### src/rtl/fetch_stage_pkg.sv
// Shared definitions for the fetch stage and the decode/control unit:
// opcode constants, two-word instruction detection and fetch FSM states.
package fetch_stage_pkg;

  localparam int OPC_W = 5;

  localparam logic [OPC_W-1:0] OP_NOP = 5'd0;
  localparam logic [OPC_W-1:0] OP_LDM = 5'd13;
  localparam logic [OPC_W-1:0] OP_JZ  = 5'd16;
  localparam logic [OPC_W-1:0] OP_JN  = 5'd17;
  localparam logic [OPC_W-1:0] OP_JC  = 5'd18;
  localparam logic [OPC_W-1:0] OP_JMP = 5'd19;
  localparam logic [OPC_W-1:0] OP_SHL = 5'd30;
  localparam logic [OPC_W-1:0] OP_SHR = 5'd31;

  localparam logic [15:0] NOP_WORD = 16'h0000;

  typedef enum logic [0:0] {
    S_INSTR = 1'b0,
    S_IMM   = 1'b1
  } fetch_state_t;

  // Opcodes whose immediate follows in the next memory word.
  function automatic logic is_two_word(input logic [OPC_W-1:0] op);
    return (op == OP_LDM) || (op == OP_SHL) || (op == OP_SHR);
  endfunction

endpackage

### src/rtl/fetch_stage_pc_reg.sv
// Program counter: reset vector, load-target (highest priority), increment
// modulo 2^PC_W, otherwise hold.
module pc_reg #(
  parameter int              PC_W     = 16,
  parameter logic [PC_W-1:0] RESET_PC = '0
) (
  input  logic            clk,
  input  logic            rst,
  input  logic            i_load,
  input  logic [PC_W-1:0] i_target,
  input  logic            i_inc,
  output logic [PC_W-1:0] o_pc
);

  logic [PC_W-1:0] r_pc;

  always_ff @(posedge clk or posedge rst) begin
    if (rst) begin
      r_pc <= RESET_PC;
    end else if (i_load) begin
      r_pc <= i_target;
    end else if (i_inc) begin
      r_pc <= r_pc + PC_W'(1);
    end
  end

  assign o_pc = r_pc;

endmodule

### src/rtl/fetch_stage.sv
// Instruction fetch: drives imem address from the PC, assembles two-word
// instructions and registers the IF/ID buffer consumed by decode.
module fetch_stage
  import fetch_stage_pkg::*;
#(
  parameter int              PC_W     = 16,
  parameter logic [PC_W-1:0] RESET_PC = '0
) (
  input  logic            clk,
  input  logic            rst,
  input  logic            stall,
  input  logic            jump_taken,
  input  logic [PC_W-1:0] jump_target,
  output logic [PC_W-1:0] imem_addr,
  input  logic [15:0]     imem_data,
  output logic [15:0]     instr_out,
  output logic [4:0]      opcode,
  output logic [15:0]     imm_out,
  output logic [PC_W-1:0] pc_next_out,
  output logic            valid_out
);

  fetch_state_t    r_state, w_state_next;
  logic [15:0]     r_pending, w_pending_next;
  logic [15:0]     r_instr, w_instr_next;
  logic [15:0]     r_imm, w_imm_next;
  logic [PC_W-1:0] r_pc_next, w_pc_next_next;
  logic            r_valid, w_valid_next;
  logic [PC_W-1:0] w_pc;
  logic [PC_W-1:0] w_pc_plus1;
  logic            w_pc_load;
  logic            w_pc_inc;

  pc_reg #(
    .PC_W     (PC_W),
    .RESET_PC (RESET_PC)
  ) u_pc_reg (
    .clk      (clk),
    .rst      (rst),
    .i_load   (jump_taken),
    .i_target (jump_target),
    .i_inc    (w_pc_inc),
    .o_pc     (w_pc)
  );

  assign w_pc_load  = jump_taken;
  assign w_pc_plus1 = w_pc + PC_W'(1);
  assign imem_addr  = w_pc;

  always_comb begin
    w_state_next   = r_state;
    w_pending_next = r_pending;
    w_instr_next   = r_instr;
    w_imm_next     = r_imm;
    w_pc_next_next = r_pc_next;
    w_valid_next   = r_valid;
    w_pc_inc       = 1'b0;

    // Redirect beats stall; a bubble keeps pc_next_out unchanged.
    if (w_pc_load) begin
      w_state_next   = S_INSTR;
      w_pending_next = NOP_WORD;
      w_instr_next   = NOP_WORD;
      w_imm_next     = 16'h0000;
      w_valid_next   = 1'b0;
    end else if (!stall) begin
      w_pc_inc = 1'b1;
      unique case (r_state)
        S_INSTR: begin
          if (is_two_word(imem_data[15:11])) begin
            w_pending_next = imem_data;
            w_instr_next   = NOP_WORD;
            w_imm_next     = 16'h0000;
            w_valid_next   = 1'b0;
            w_state_next   = S_IMM;
          end else begin
            w_instr_next   = imem_data;
            w_imm_next     = 16'h0000;
            w_pc_next_next = w_pc_plus1;
            w_valid_next   = 1'b1;
          end
        end
        S_IMM: begin
          w_instr_next   = r_pending;
          w_imm_next     = imem_data;
          w_pc_next_next = w_pc_plus1;
          w_valid_next   = 1'b1;
          w_state_next   = S_INSTR;
        end
        default: w_state_next = S_INSTR;
      endcase
    end
  end

  always_ff @(posedge clk or posedge rst) begin
    if (rst) begin
      r_state   <= S_INSTR;
      r_pending <= NOP_WORD;
      r_instr   <= NOP_WORD;
      r_imm     <= 16'h0000;
      r_pc_next <= '0;
      r_valid   <= 1'b0;
    end else begin
      r_state   <= w_state_next;
      r_pending <= w_pending_next;
      r_instr   <= w_instr_next;
      r_imm     <= w_imm_next;
      r_pc_next <= w_pc_next_next;
      r_valid   <= w_valid_next;
    end
  end

  assign instr_out   = r_instr;
  assign opcode      = r_instr[15:11];
  assign imm_out     = r_imm;
  assign pc_next_out = r_pc_next;
  assign valid_out   = r_valid;

endmodule

### config.mk
export PLATFORM = sky130hd
export DESIGN_NAME = fetch_stage
export DESIGN_NICKNAME = d
export VERILOG_FILES = /design/src/rtl/fetch_stage_pkg.sv /design/src/rtl/fetch_stage_pc_reg.sv /design/src/rtl/fetch_stage.sv
export SDC_FILE = /design/constraint.sdc
export NUM_CORES = 1
export LEC_CHECK = 0
export CORE_AREA = 4 4 102 104
export CTS_BUF_LIST = sky130_fd_sc_hd__clkbuf_16
export CTS_CLUSTER_SIZE = 30
export DETAILED_ROUTE_END_ITERATION = 10
export DIE_AREA = 0 0 106 108
export PLACE_DENSITY = 0.68
export SLEW_MARGIN = 10
export SYNTH_ARGS = -nofsm -noshare
export SYNTH_HDL_FRONTEND = slang
export SYNTH_SLANG_ARGS = --single-unit
### constraint.sdc
create_clock -name clk -period 2.1 [get_ports clk]
set_input_delay 0.21 -clock clk [delete_from_list [all_inputs] [get_ports clk]]
set_output_delay 0.21 -clock clk [all_outputs]
set_load 0.01 [all_outputs]
* Word-level counts from Yosys, hierarchy flattened *
Index checks and enable logic that the tools add are counted.

operators by class
  add/subtract/negate cells = 1
  equality and inequality tests = 6
  multiplexer cells = 25
  bitwise operators = 3
  reductions and logical operators = 6

operators by type and width
  operator                                                               count
  16-bit two-way mux                                                     12
  16-bit case mux with 2 select lines                                    3
  16-bit by 1-bit adder with 16-bit output, second input constant        1
  5-bit equality test, second input constant                             2
  1-bit two-way mux                                                      8
  3-bit AND reduction                                                    2
  5-bit by 4-bit equality test with 1-bit output, second input constant  1
  2-bit != test, second input constant                                   2
  1-bit case mux with 2 select lines                                     2
  2-bit nonzero test                                                     2
  1-bit NOT                                                              3
  1-bit logical OR                                                       2
  2-bit by 1-bit != test with 1-bit output, second input constant        1

word-level totals
  register bits = 82
  input port bits = 36
  output and inout bits = 70
  logic and storage cells = 48

* Longest topological paths before layout *
Gate-level depths: netlist of run 1.

  word-level depth = 7
  depth in mapped cells = 6
  depth with buffers taken out = 5

* By module *
A second synthesis of run 1 with hierarchy kept.

unflattened totals
  cell total of the unflattened synthesis = 350
  area total of the unflattened synthesis = 3796.1 um^2

modules (own cells, without submodules)
  module       instances  cells each  area each (um^2)  seq. area each (um^2)
  fetch_stage  1          249         2879.0            1651.6
  pc_reg       1          101         917.1             400.4

* Worst setup path before layout of run 1 *
Ideal clock, no wire load.

  path type = input -> register
  start = input imem_data[15]
  end = register r_pending[2]
  setup time = 121 ps
  data arrival time = 1568 ps
  path slack = 411 ps
  stages on the path = 6
  cell sequence = buf_6 -> or3b_4 -> a2111oi_4 -> nor2_2 -> buf_6 -> a22o_1

on the way
  word-level cells in the longest chain between the ends = 5

RTL lines
  item                                                                                          line                   RTL
  start: declaration                                                                            fetch_stage.sv:15      input logic [15:0] imem_data,
  5-bit by 4-bit equality test with 1-bit output / 5-bit equality test (equally long branches)  fetch_stage_pkg.sv:25  return (op == OP_LDM) || (op == OP_SHL) || (op == OP_SHR);
  1-bit logical OR                                                                              fetch_stage_pkg.sv:25
  1-bit logical OR *                                                                            fetch_stage_pkg.sv:25
  2-bit nonzero test (no source line) *                                                         n/a
  3-bit AND reduction (no source line) *                                                        n/a
  end signal: assignment                                                                        fetch_stage.sv:105     r_pending <= w_pending_next;
  end: declaration                                                                              fetch_stage.sv:24      logic [15:0] r_pending, w_pending_next;

Mark *: on every way between the ends. The rest lies on a longest branch, timed or not.
A chain may end at the register's enable or synchronous reset.

* Worst setup path in the final report of run 1 *
  start = register u_pc_reg.r_pc[0], in the netlist u_pc_reg.o_pc[0]
  end = register r_pc_next[12], in the netlist pc_next_out[12]

on the way
  word-level cells in the longest chain between the ends = 3

RTL lines
  item                                        line                      RTL
  start: declaration                          fetch_stage_pc_reg.sv:15  logic [PC_W-1:0] r_pc;
  start signal: assignment                    fetch_stage_pc_reg.sv:21  r_pc <= i_target;
  start signal: assignment                    fetch_stage_pc_reg.sv:23  r_pc <= r_pc + PC_W'(1);
  16-bit by 1-bit adder with 16-bit output *  fetch_stage.sv:47         assign w_pc_plus1 = w_pc + PC_W'(1);
  16-bit two-way mux                          fetch_stage.sv:70         if (is_two_word(imem_data[15:11])) begin
  16-bit case mux with 2 select lines *       fetch_stage.sv:68         unique case (r_state)
  end signal: assignment                      fetch_stage.sv:108        r_pc_next <= w_pc_next_next;
  end: declaration                            fetch_stage.sv:27         logic [PC_W-1:0] r_pc_next, w_pc_next_next;

Mark *: on every way between the ends. The rest lies on a longest branch, timed or not. The select of a mux whose other input is x is not followed.

==> flow_metrics.tcl, run 1 <==
set metrics [dict create \
    antenna_found_initial 0 \
    wirelength_um 9430 \
    vias 2940 \
    skew_ps 8.11 \
    cts_buffers 9 \
    p_leak_nw 2.26 \
    grt_first_pass_wirelength_um 15700 \
    postLayoutCoreUtil 0.549 \
    syn_area_um2 3710 \
    portBuffers 105 \
    hold_class "in2async" \
    ios 106 \
    grt_usage 0.172 \
    multi_input_area_um2 1510 \
    numClockSinks 82 \
    dr.pass1.iters 4 \
    clk_latency_ps 330 \
    final_nets 474 \
    cp_max_fo 6 \
    slowest_stage "dfrtp_1" \
    cp_cell_sequence "ha_1 > nand3_1 > nor4_1 > xnor2_1 > o21ai_0" \
    ys_warn_count 0 \
    slew_headroom 0.508 \
    arrival_ps 1990 \
    cpPeakStageDelay_ps 460 \
    cts_tree "yes" \
    gr-total-overflow 0 \
    drive_above_1_share 0.106 \
    clk_pin_slew_ps 60 \
    critPathLaunch "u_pc_reg.o_pc[0]" \
    synth_common_cells "dfrtp_1 (82), a22o_1 (40), nand2_1 (38)" \
    ant_nets 0 \
    ff_latch_area_um2 2050 \
    synth_top_area_share 0.553 \
    yosysSeqAreaShare 0.553 \
    yosys-top-cells-area "dfrtp_1 (55%), a22o_1 (9.4%), xnor2_1 (5.9%), nand2_1 (3.8%), o21ai_0 (3.8%)" \
    ys.flop_type "dfrtp_1" \
    synth.most_common_cell "dfrtp_1" \
    first_iter_violations 120 \
    via_per_inst 5.11 \
    grt_max_degree 83 \
    cts.htree.levels 3 \
    setup_viol 0 \
    syn_area_per_cell_um2 11.0 \
    ctsRootBufferMaster "clkbuf_16" \
    synth_edf_count 0 \
    cts_buffer_depth 2 \
    hold_viol_final 0 \
    post_drt_wl_per_cell_um 16.4 \
    endpoint_kind "register" \
    start_util 0.388 \
    ir_worst_vdd_uv 386 \
    status "completed" \
    place_hpwl_um 6520 \
    synth.distinct_cells 36 \
    n_antenna_cell 0 \
    fmax_mhz 558 \
    postCtsSetupBuffers 0 \
    rsz0062_at_grt "false" \
    timing.final.crit_share 0.854 \
    ctsResizeCount 0 \
    synthesis.nets 374 \
    dieArea_um2 11400 \
    start_kind "register" \
    drc 0 \
    postSynthCellCount 337 \
    critPathKind "reg2reg" \
    tightest_slew_ps 737 \
    reg2reg_from "u_pc_reg.o_pc[0]" \
    ys_ff_latch 82 \
    fp.dieW_um 106 \
    synth-async-reset-ratio 1.00 \
    cts_hold_buf 0 \
    routabilityCongestion 0.736 \
    grt_pass1_vias 3039 \
    cp.required_ps 2300 \
    fillers 840 \
    power_mw 4.10 \
    syn_to_final_growth_pct 41.4 \
    core_area_um2 9550 \
    final_max_slew_viol_count 0 \
    synth_area_leader_cell "dfrtp_1" \
    cellPowerDensity_nw_per_um2 782 \
    layout_min_cycle_time_ps 1790 \
    die_h_um 108 \
    rows 36 \
    cap_violations 0 \
]
placed cells by master (no fill, tap or decap), drive strengths merged, types with 2 or more instances in the layout:
master         synthesis  final
nor2                  15     15
clkdlybuf4s50          0    105
dfrtp                 82     82
nor2b                  3      3
nand2                 38     38
a22o                  43     43
a211oi                 3      3
mux2i                  3      3
xnor2                 25     25
clkbuf                20      9
inv                    2      3
a21o                  17     17
nor4                  10     10
buf                   13     17
clkinvlp               0      2
o21ai                 31     31
nand3                  4      4
clkinv                 0      3
nand4                  5      5
xor2                   4      4
nor3                   7      7
nand3b                 3      3
path summary, 6_finish.rpt:
check | end | slack (ps) | depth (start not counted)
max in group asynchronous | r_pending[14] | 1430 | 3
worst min-delay path | imm_out[12] | 350 | 3
worst max-delay path | pc_next_out[12] | 310 | 5
worst min register to register | pc_next_out[4] | 480 | 2
worst max register to register | pc_next_out[12] | 310 | 5
min in group clk | u_pc_reg.o_pc[13] | 430 | 3
worst max-delay path, delay by kind of cell (launching register included):
kind	cells	cell delay (ps)
simple gates	2	640
fa+ha+maj	1	270
xor+xnor	1	180
compound gates	1	110
flops	1	460
per-stage QoR:
| stage | worst slack [ps] | TNS [ps] | instance area (um2) | instances | hold slack (ps) |
|---|---|---|---|---|---|
| detailed placement | -90.4 | -474 | 4940 | 559 | 470 |
| global placement | -52.3 | -241 | 4940 | 559 | 465 |
| finish | 308 | 0 | 5250 | 575 | 350 |
| floorplan | 411 | 0 | 3710 | 337 | 326 |
| global route | 134 | 0 | 5250 | 575 | 392 |
| CTS | 249 | 0 | 5240 | 575 | 374 |
registers in the layout, summed over array words and instances, names as in the netlist:
signal         flops
pc_next_out       16
r_pending         16
instr_out         16
r_state            1
imm_out           16
valid_out          1
u_pc_reg.o_pc     16
area by class of cell:
| cell class | instances | share of cell area |
|---|---|---|
| tap | 133 | 0.0317 |
| sequential | 82 | 0.391 |
| inverter | 2 | 0.00215 |
| timing repair buffer | 122 | 0.229 |
| clock buffer | 9 | 0.0429 |
| clock inverter | 7 | 0.0145 |
| multi-input combinational | 220 | 0.288 |
power by group:
group / internal [mW] / switching [mW]
Combinational: 0.396 / 0.311
Clock: 0.929 / 0.651
Sequential: 1.70 / 0.116
cell families (layout without fill, tap and decap cells):
| logic type | after synthesis | in the layout | share of synthesized area |
|---|---|---|---|
| fa+ha+maj | 1 | 1 | 0.00337 |
| simple gates | 89 | 89 | 0.121 |
| buf+inv | 35 | 140 | 0.0462 |
| compound gates | 97 | 97 | 0.197 |
| mux | 4 | 4 | 0.0111 |
| flops | 82 | 82 | 0.553 |
| xor+xnor | 29 | 29 | 0.0685 |
metal layers:
layer / vias up / track usage / share of wire
li1: 1393 / - / -
met1: 1417 / 0.236 / 0.46
met2: 121 / 0.267 / 0.45
met3: 9 / 0.0478 / 0.075
met4: 0 / 0.0518 / 0.011
met5: - / 0 / 0
Power figures use the tool's default switching activity.
==> run 2: changes to the inputs <==
--- a/config.mk
+++ b/config.mk
@@ -5,13 +5,13 @@
 export SDC_FILE = /design/constraint.sdc
 export NUM_CORES = 1
 export LEC_CHECK = 0
-export CORE_AREA = 4 4 102 104
+export CORE_AREA = 4 4 108 110
 export CTS_BUF_LIST = sky130_fd_sc_hd__clkbuf_16
 export CTS_CLUSTER_SIZE = 30
 export DETAILED_ROUTE_END_ITERATION = 10
-export DIE_AREA = 0 0 106 108
-export PLACE_DENSITY = 0.68
-export SLEW_MARGIN = 10
+export DIE_AREA = 0 0 112 114
+export PLACE_DENSITY = 0.62
+export SLEW_MARGIN = 15
 export SYNTH_ARGS = -nofsm -noshare
 export SYNTH_HDL_FRONTEND = slang
 export SYNTH_SLANG_ARGS = --single-unit
==> run 2 against run 1 <==
Against the previous run: sequential share of layout area decreased by 0.30 points; global-route usage shrank 1.9 points; largest cell class unchanged; combinational power increased by 3%; critical path type unchanged; total power is 4.3% lower; flip-flop and latch count unchanged; hold slack gained 9.0 ps; die area increased by 12%; routed wire length decreased by 1.1%; clock skew hardly changed; maximum frequency rose by 3.4%.
==> flow_metrics.tcl, run 2 (synthesis gave the netlist of run 1 again) <==
set metrics [dict create \
    slew_headroom 0.635 \
    wirelength_um 9320 \
    die_h_um 114 \
    ios 106 \
    cap_violations 0 \
    ctsResizeCount 0 \
    rows 38 \
    switching_share 0.263 \
    drc 0 \
    cp_max_fo 6 \
    drive_above_1_share 0.110 \
    via_per_inst 4.98 \
    cp.required_ps 2300 \
    gr-total-overflow 0 \
    p_int_mw 2.90 \
    busiest_layer "met2" \
    syn_to_final_growth_pct 42.5 \
    start_util 0.347 \
    grt_pass1_vias 3070 \
    first_iter_violations 129 \
    numClockSinks 82 \
    cts_tree "yes" \
    ir_worst_vdd_uv 321 \
    timing.final.crit_share 0.826 \
    cp_top_family "simple AND/OR/NAND/NOR gates" \
    setup_tns_ps 0 \
    rsz0062_at_grt "false" \
    ant_nets 0 \
    layout_min_cycle_time_ps 1730 \
    tightest_slew_ps 546 \
    final_common_cell "clkdlybuf4s50_1" \
    cellPowerDensity_nw_per_um2 743 \
    fillers 962 \
    vias 2921 \
    dieArea_um2 12800 \
    grt_max_degree 83 \
    endpoint_kind "register" \
    final_max_slew_viol_count 0 \
    n_antenna_cell 0 \
    grt_usage 0.152 \
    cts_buffer_depth 2 \
    routabilityCongestion 0.826 \
    start_kind "register" \
    use_met1 0.199 \
    core_area_um2 10700 \
    skew_ps 8.19 \
    clk_pin_slew_ps 60 \
    holdWs_ps 359 \
    status "completed" \
    setup_viol 0 \
    antenna_found_initial 0 \
    cts_buffers 9 \
    worst-path-buf-inv 0 \
    fp.dieW_um 112 \
    portBuffers 105 \
    cp_cell_sequence "ha_1 > nand3_1 > nor4_1 > xnor2_1 > o21ai_0" \
    power_frac_seq 0.461 \
    clkPwrFrac 0.355 \
    combPwrFrac 0.184 \
    post_drt_wl_per_cell_um 15.9 \
    grt_first_pass_wirelength_um 15600 \
    hold_class "in2async" \
    fmax_mhz 577 \
    cpPeakStageDelay_ps 450 \
    dr.pass1.iters 4 \
    postCtsSetupBuffers 0 \
    arrival_ps 1940 \
    globalRouteMet3Util 0.0462 \
    p_sw_mw 1.03 \
    critPathKind "reg2reg" \
    cts_hold_buf 0 \
    final_nets 478 \
    slowest_stage "nor4_1" \
    place_hpwl_um 6400 \
    cts.htree.levels 3 \
    layout_common_cells "clkdlybuf4s50_1 (105), dfrtp_1 (82), a22o_1 (40)" \
    hold_viol_final 0 \
    postLayoutCoreUtil 0.494 \
    clk_latency_ps 330 \
    p_leak_nw 2.28 \
    met2_usage 0.246 \
    ctsRootBufferMaster "clkbuf_16" \
]
-- run 2: cell types whose count changed in the layout (fill, tap and decap cells not counted), sizes merged --
cell / before / now
clkinvlp: 2 / 3
bufinv: 1 / 0
clkinv: 3 / 2
buf: 17 / 21
inv: 3 / 4
-- run 2: cell type report --
| class | count | area, um2 | share of cell area |
|---|---|---|---|
| sequential | 82 | 2050 | 0.388 |
| multi-input combinational | 220 | 1500 | 0.284 |
| timing repair buffer | 126 | 1280 | 0.243 |
| clock buffer | 9 | 225 | 0.0426 |
| tap | 140 | 175 | 0.0331 |
| clock inverter | 7 | 40.0 | 0.00757 |
| inverter | 2 | 11.3 | 0.00213 |
-- run 2: tightest hold or removal path, cell delays in order --
cell	delay, ps
clkdlybuf4s50_1	450
clkinvlp_4	100
buf_12	350
-- run 2: power by group through the flow --
stage | clock, mW | combinational, mW | sequential [mW]
3_5_place_dp | 0 | 0.735 | 1.84
4_1_cts | 1.43 | 0.738 | 1.81
5_1_grt | 1.52 | 0.789 | 1.83
3_3_place_gp | 0 | 0.725 | 1.84
6_report | 1.39 | 0.725 | 1.81
2_1_floorplan | 0 | 0.284 | 1.86
-- run 2: layer usage --
metal  routed length, um  part of all wire  vias up
met2                4350              0.47       98
met5                   0                 0        -
li1                    -                 -     1400
met3                 668             0.072        8
met4                  83            0.0089        0
met1                4210              0.45     1415
-- run 2: worst paths after layout --
check | startpoint | to | slack (ps) | cells past startpoint
worst max-delay path | u_pc_reg.o_pc[1] | u_pc_reg.o_pc[12] | 370 | 5
worst min-delay path | rst | u_pc_reg.o_pc[2] | 360 | 3
worst max register to register | u_pc_reg.o_pc[1] | u_pc_reg.o_pc[12] | 370 | 5
worst min register to register | pc_next_out[15] | pc_next_out[15] | 480 | 2
max in group asynchronous | rst | r_pending[4] | 1380 | 3
min in group clk | jump_target[15] | u_pc_reg.o_pc[15] | 440 | 3
-- run 2: stage by stage --
step | instance area (um2) | power [mW] | std cells | worst slack (ps)
after floorplan | 3710 | 2.15 | 337 | 411
after global placement | 5020 | 2.56 | 570 | 84.5
after detailed placement | 5020 | 2.57 | 570 | 39.1
after CTS | 5290 | 3.98 | 586 | 322
after global routing | 5290 | 4.14 | 586 | 181
final | 5290 | 3.93 | 586 | 366
